`src/rtl/dma_engine.sv`:
```
// dma_engine: single-channel memory-to-memory byte copier.
//
// The core programs source, destination and size through byte registers
// decoded from auxdaddr. A write lands on every edge where the address
// matches, with no separate strobe. START launches a copy. The engine then
// owns the external RAM port and alternates READ/WRITE, one byte per
// two cycles. It raises irq in DONE and waits there for ack.
//
// Ports
//   clk, rst      clock, synchronous active-high reset
//   auxdaddr      core address, register decode (0x0100..0x0105)
//   auxdin        core write data
//   extdout       RAM read data, one cycle after the address
//   ack           interrupt acknowledge (honoured only in DONE)
//   irq           transfer complete
//   auxdoutsel    1 while the engine owns the RAM port
//   extdin        RAM write data
//   extdaddr      RAM address
//   extwe         RAM write enable
//   state         debug: FSM state code
//   counter       debug: bytes already copied
//   numbytes      debug: total bytes, (N+1) << SHIFT
module dma_engine #(
  parameter int SHIFT = 2
) (
  input  logic        clk,
  input  logic        rst,
  input  logic [15:0] auxdaddr,
  input  logic [7:0]  auxdin,
  input  logic [7:0]  extdout,
  input  logic        ack,
  output logic        irq,
  output logic        auxdoutsel,
  output logic [7:0]  extdin,
  output logic [15:0] extdaddr,
  output logic        extwe,
  output logic [2:0]  state,
  output logic [15:0] counter,
  output logic [15:0] numbytes
);

  localparam logic [15:0] A_START = 16'h0100;
  localparam logic [15:0] A_SRC_L = 16'h0101;
  localparam logic [15:0] A_SRC_H = 16'h0102;
  localparam logic [15:0] A_DST_L = 16'h0103;
  localparam logic [15:0] A_DST_H = 16'h0104;
  localparam logic [15:0] A_N     = 16'h0105;

  typedef enum logic [2:0] {
    S_IDLE  = 3'd0,
    S_READ  = 3'd1,
    S_WRITE = 3'd2,
    S_DONE  = 3'd3
  } state_t;

  state_t      cur, nxt;
  logic [15:0] src, dst;
  logic [7:0]  n;
  logic        start_hit;
  logic        last_byte;

  assign start_hit = (auxdaddr == A_START);
  // N is at most 255 and SHIFT at most 7, so the 16-bit result never overflows.
  assign numbytes  = ({8'b0, n} + 16'd1) << SHIFT;
  assign last_byte = ((counter + 16'd1) == numbytes);
  assign state     = cur;

  always_ff @(posedge clk) begin
    if (rst) cur <= S_IDLE;
    else     cur <= nxt;
  end

  // Configuration is frozen outside IDLE, so a transfer cannot be disturbed
  // by the core scribbling on the register window.
  always_ff @(posedge clk) begin
    if (rst) begin
      src     <= '0;
      dst     <= '0;
      n       <= '0;
      counter <= '0;
    end else begin
      if (cur == S_IDLE) begin
        case (auxdaddr)
          A_SRC_L: src[7:0]  <= auxdin;
          A_SRC_H: src[15:8] <= auxdin;
          A_DST_L: dst[7:0]  <= auxdin;
          A_DST_H: dst[15:8] <= auxdin;
          A_N:     n         <= auxdin;
          A_START: counter   <= '0;
          default: ;
        endcase
      end
      if (cur == S_WRITE) counter <= counter + 16'd1;
    end
  end

  always_comb begin
    nxt        = cur;
    irq        = 1'b0;
    auxdoutsel = 1'b0;
    extwe      = 1'b0;
    extdaddr   = '0;
    extdin     = '0;
    case (cur)
      S_IDLE: begin
        if (start_hit) nxt = S_READ;
      end
      S_READ: begin
        auxdoutsel = 1'b1;
        extdaddr   = src + counter;
        nxt        = S_WRITE;
      end
      S_WRITE: begin
        // Read data from the previous cycle's address goes straight back out.
        auxdoutsel = 1'b1;
        extwe      = 1'b1;
        extdaddr   = dst + counter;
        extdin     = extdout;
        nxt        = last_byte ? S_DONE : S_READ;
      end
      S_DONE: begin
        irq = 1'b1;
        if (ack) nxt = S_IDLE;
      end
      default: nxt = S_IDLE;
    endcase
  end

endmodule

```
`config.mk`:
```
export PLATFORM = sky130hd
export DESIGN_NAME = dma_engine
export DESIGN_NICKNAME = d
export VERILOG_FILES = /design/src/rtl/dma_engine.sv
export SDC_FILE = /design/constraint.sdc
export NUM_CORES = 1
export LEC_CHECK = 0
export BUFFER_PORTS_ARGS = -buffer_cell sky130_fd_sc_hd__buf_2
export CAP_MARGIN = 0
export CORE_MARGIN = 2
export CORE_UTILIZATION = 59
export DETAILED_ROUTE_END_ITERATION = 16
export PLACE_DENSITY = 0.84
export SLEW_MARGIN = 20
export SYNTH_ARGS = -nofsm -noshare
export SYNTH_HDL_FRONTEND = slang
export SYNTH_SLANG_ARGS = --single-unit
```
`constraint.sdc`:
```
create_clock -name clk -period 5.5 [get_ports clk]
set_clock_uncertainty 0.15 [all_clocks]
set_input_delay 0.55 -clock clk [delete_from_list [all_inputs] [get_ports clk]]
set_output_delay 0.55 -clock clk [all_outputs]
set_load 0.01 [all_outputs]
```
Yosys cells after proc, flatten, opt, wreduce, memory -nomap -nowiden
Index checks and enable logic that the tools add are counted.
{"block": "totals", "reg_bits": 59, "inputBits": 35, "elab_cells": 46}
{"block": "op_classes", "n_addsub": 4, "n_eq_ne": 12, "mux": 12, "reduce_logical": 11}
{"operator": "16-bit by 9-bit == test with 1-bit output, second input constant", "n": 6}
{"operator": "16-bit 2-to-1 mux", "n": 3}
{"operator": "16-bit adder", "n": 2}
{"operator": "16-bit one-hot mux with 2 select lines", "n": 1}
{"operator": "16-bit by 1-bit adder with 16-bit output, second input constant", "n": 1}
{"operator": "16-bit by 11-bit == test with 1-bit output", "n": 1}
{"operator": "2-bit AND reduction", "n": 7}
{"operator": "3-bit one-hot mux with 4 select lines", "n": 1}
{"operator": "8-bit by 1-bit adder with 9-bit output, second input constant", "n": 1}
{"operator": "8-bit 2-to-1 mux", "n": 1}
{"operator": "3-bit by 2-bit == test with 1-bit output, second input constant", "n": 2}
{"operator": "3-bit 2-to-1 mux", "n": 2}
{"operator": "2-bit inequality test, second input constant", "n": 2}
{"operator": "2-bit nonzero test", "n": 2}
{"operator": "3-bit by 1-bit == test with 1-bit output, second input constant", "n": 1}
{"operator": "3-bit logical NOT", "n": 1}
{"operator": "1-bit 2-to-1 mux", "n": 3}
{"operator": "2-bit 2-to-1 mux", "n": 1}
{"operator": "2-bit OR reduction", "n": 1}

Longest topological paths before layout
{"block": "depth", "ltp_word": 4, "mapped_depth": 14}

Worst setup path after synthesis
OpenSTA, ideal clock, no wires.
{"block": "synth_path", "path_type": "flip-flop to output port", "from": "register cur[0], in the netlist state[0]", "to": "output extdaddr[15]", "t_arrival_ns": 3.248, "t_required_ns": 4.800, "slack_ns": 1.552, "path_stages_with_launch": 12, "n_path_buf": 2, "cell_sequence": "dfxtp_1 -> inv_1 -> ha_1 -> buf_2 -> buf_1 -> mux2_2 -> ha_1 -> a21o_1 -> a21o_1 -> a21o_1 -> or4_1 -> o211ai_1"}
{"block": "synth_via", "elab_chain_cells": 2, "elab_cells_between_ends": 3, "classes_between": "eq/ne: 2; mux: 1"}
{"item": "start: declaration", "line_no": "56", "text": "state_t cur, nxt;"}
{"item": "start signal: assignment", "line_no": "70", "text": "else cur <= nxt;"}
{"item": "3-bit by 2-bit == test with 1-bit output or 3-bit by 1-bit == test with 1-bit output (tied branches)", "line_no": "104", "text": "case (cur)"}
{"item": "16-bit one-hot mux with 2 select lines *", "line_no": "104"}
{"item": "end: declaration", "line_no": "35", "text": "output logic [15:0] extdaddr,"}
Every way passes the cells marked *; elsewhere a longest branch is shown, timed or not.

Final worst setup path
Ends and elaborated chain as after synthesis.

==> results.md <==
* Outcome: complete, no violations
* Fin Hold WS at 349 ps
* Routed length on met3 at 701 um
* Hold depth at 2
* Fraction of layout cells with a size suffix above 1 at 23.5%
* Root buffer cell: clkbuf_8
* CP dominant cell by count: a21o_1
* Setup crit start kind: flop
* Synth Warn # at 0
* R2R cell count at 8
* Post-synth top flop: dfxtp_1
* Leak at 2.22 nW
* Switching Share at 26.5%
* PostCTS Resize Cnt at 0
* Yosys cell types at 56
* Comb power frac at 8.3%
* Antenna-violating nets left at 0
* Worst Tran Pin Value at 1080 ps
* WL final at 10600 um
* Global-route wire length before repair at 17000 um
* R2R Setup Slk at 2280 ps
* Clock slew at reported path FFs at 70 ps
* Starting Density at 60.0%
* Crit path largest cell delay at 620 ps
* Final min period at 4520 ps
* Final #Nets at 611
* Initial antenna violation count at 0
* Number of global-route vias before repair at 3498
* Gate Count Post-Synth at 472
* Power per cell area at 205 nW/um^2
* CTS sink count at 58
* Hold_buf cts at 0
* Worst r2r src: state[0]$_SDFFE_PP0P_
* Worst skew pair latency at 340 ps
* Clk buf depth at 2
* FMAX at 221 MHz
* Ys async rst share at 0%
* Gr ovfl total at 0
* Die width at 86.7 um
* Worst hold path class: reg2reg
* CTS H-Tree Depth at 3
* Die Height at 86.7 um
* Initial DRT Pass Iterations at 5
* CP Cell Sequence: inv_1, ha_1, buf_4, mux2_2, ha_1, a21o_1, a21o_1, a21o_1, or4_1, o211ai_1, buf_2
* Slew headroom at 27.8%
* Drc violations at 0
* Sequential power share at 44.4%
* Clk pwr share at 47.3%
* Final design utilization at 69.5%
* Setup bufs post-CTS at 0
* Max-slew violation count at 0
* Worst r2r dst: state[1]$_SDFFE_PP0P_
* Area Overhead vs Synth at 15.9%
* Core area at 6720 sq um
* I/O Buffers at 88
* Worst hold start: dst[12]$_SDFFE_PP0P_
* Critical Path RT at 4800 ps
* Worst Hold End: dst[12]$_SDFFE_PP0P_
* Wire per inst at 16.7 um
* Die Area at 7510 sq um
* CTS Buf Count at 9
* Max-cap violations at 0
* Setup_tns at 0 ps
* HPWL after DPL at 7930 um
* Vias per inst at 5.91
* GRT Total Usage at 29.1%
* Worst VDD drop at 0.129 mV
* Slowest CP cell: ha_1
* Uppermost layer routed: met4
* Initial DRC count at 290
* Int Pwr at 0.000705 W
* Largest net degree at the start of global routing at 60
* Ports at 97
* CP Max Fanout at 27
* CP Class: reg2out
* Final period utilization at 82.1%
* Final hold viol count at 0
* Met2 wire length at 4830 um
* Row count at 30
* Wire length on met1 at 4800 um
* Yosys reg bits at 58
* RSZ-0062 raised after global routing: false
* Diodes inserted at 0
* Final setup fails at 0
* Post-synth EDFFs at 0
* CP Capture Type: primary output
* Data arrival time of the worst path at 3820 ps
* Mean Syn Cell Area at 8.54 sq um
* RePlAce Congestion at 0.940
* TritonCTS clock tree: yes
* Power Total at 0.000959 W
* Sequential-to-total area share from yosys stat at 28.8%
* Sw Pwr at 0.000254 W
* Vias at 3764
* Cell Area, Synth at 4030 sq um
## cell families after synthesis
kind of cell	count (synthesis)	synth area share, %
adder cells (fa/ha/maj)	24	7.64
AO/OA/AOI/OAI	78	12.4
AND/OR/NAND/NOR	177	22.9
buffers and inverters	44	5.62
other	1	0.0930
multiplexers	60	15.4
XOR/XNOR	30	7.23
flip-flops	58	28.8
## layout make-up
cell class | instances | area, sq um
Multi-Input combinational cell | 377 | 2670
Clock inverter | 7 | 101
Timing Repair Buffer | 90 | 455
Tap cell | 80 | 100
Inverter | 16 | 60.1
Fill cell | 540 | 2050
Sequential cell | 58 | 1160
Clock buffer | 9 | 124
## state kept, by name, summed over array words and instances (netlist names)
signal / count
state: 2
dst: 16
counter: 16
src: 16
n: 8
## critical path: cells and delay by family, from the launching register on
kind / cells / cell delay, ps
fa+ha+maj: 2 / 820
compound gates: 4 / 780
buf+inv: 3 / 660
simple gates: 1 / 480
mux: 1 / 380
flops: 1 / 370
## Yosys cell counts (all sizes together), types with 2 or more instances
| library cell | n | area [sq um] |
|---|---|---|
| and2 | 10 | 62.6 |
| o31a | 2 | 17.5 |
| a21oi | 26 | 130 |
| o21a | 6 | 45.0 |
| ha | 23 | 288 |
| or4 | 3 | 22.5 |
| nand4 | 6 | 37.5 |
| o211ai | 4 | 30.0 |
| a211oi | 2 | 15.0 |
| clkbuf | 11 | 41.3 |
| mux2 | 15 | 169 |
| nor2 | 73 | 274 |
| nor4 | 3 | 18.8 |
| a21o | 10 | 75.1 |
| and3 | 6 | 37.5 |
| nor2b | 2 | 12.5 |
| a211o | 2 | 17.5 |
| o21ai | 13 | 65.1 |
| a31oi | 5 | 31.3 |
| nand2b | 3 | 18.8 |
| mux2i | 45 | 450 |
| xnor2 | 15 | 131 |
| xor2 | 13 | 114 |
| or3 | 4 | 25.0 |
| dfxtp | 58 | 1160 |
| nand3b | 5 | 37.5 |
| nor3 | 18 | 113 |
| buf | 17 | 125 |
| nand4b | 2 | 17.5 |
| nand2 | 18 | 67.6 |
| nand3 | 16 | 97.6 |
| and4 | 6 | 58.8 |
| inv | 15 | 56.3 |
## power by group through the flow
stage	clock [W]	sequential, W	combinational, W
CTS	0.000455	0.000425	0.0000789
floorplan	0	0.000435	0.0000481
global placement	0	0.000434	0.0000762
finish	0.000454	0.000425	0.0000797
detailed placement	0	0.000435	0.0000781
global route	0.000475	0.000426	0.0000868
## layout by cell type (no fill, tap or decap), drive strengths merged, types with 2 or more instances in the layout
master and n:
buf 90, nor2 73, dfxtp 58, mux2i 45, a21oi 26, ha 23, nand2 18, nor3 18
inv 17, nand3 16, xnor2 15, mux2 15, xor2 13, o21ai 13, and2 10, a21o 10
clkbuf 9, conb 8, nand4 6, o21a 6, and3 6, and4 6, nand3b 5, a31oi 5
o211ai 4, or3 4, nand2b 3, or4 3, nor4 3, a211o 2, nor2b 2, nand4b 2
a211oi 2, o31a 2, clkinvlp 2, bufinv 2, clkinv 2
## metal layers
| layer | track usage, % | vias to the layer above |
|---|---|---|
| met3 | 3.90 | 24 |
| met4 | 13.8 | 0 |
| li1 | - | 1827 |
| met1 | 40.0 | 1753 |
| met5 | 0 | - |
| met2 | 45.2 | 160 |
## metrics by stage
step / std cells / setup slack [ps] / cell area, sq um
after floorplan: 479 / 1550 / 4060
after global placement: 621 / 1540 / 4450
after detailed placement: 621 / 1390 / 4450
after CTS: 637 / 1010 / 4670
after global routing: 637 / 808 / 4670
final: 637 / 984 / 4670
## how the worst max path moves through the flow
stage | startpoint | slack, ps | to | depth (start not counted)
after floorplan | state[0]$_SDFFE_PP0P_ | 1550 | extdaddr[15] | 11
after global placement | state[0]$_SDFFE_PP0P_ | 1540 | extdaddr[15] | 11
after detailed placement | state[0]$_SDFFE_PP0P_ | 1390 | extdaddr[15] | 11
after CTS | state[0]$_SDFFE_PP0P_ | 1010 | extdaddr[15] | 11
after global routing | state[0]$_SDFFE_PP0P_ | 810 | extdaddr[15] | 11
final | state[0]$_SDFFE_PP0P_ | 980 | extdaddr[15] | 11
Power figures use the tool's default switching activity.
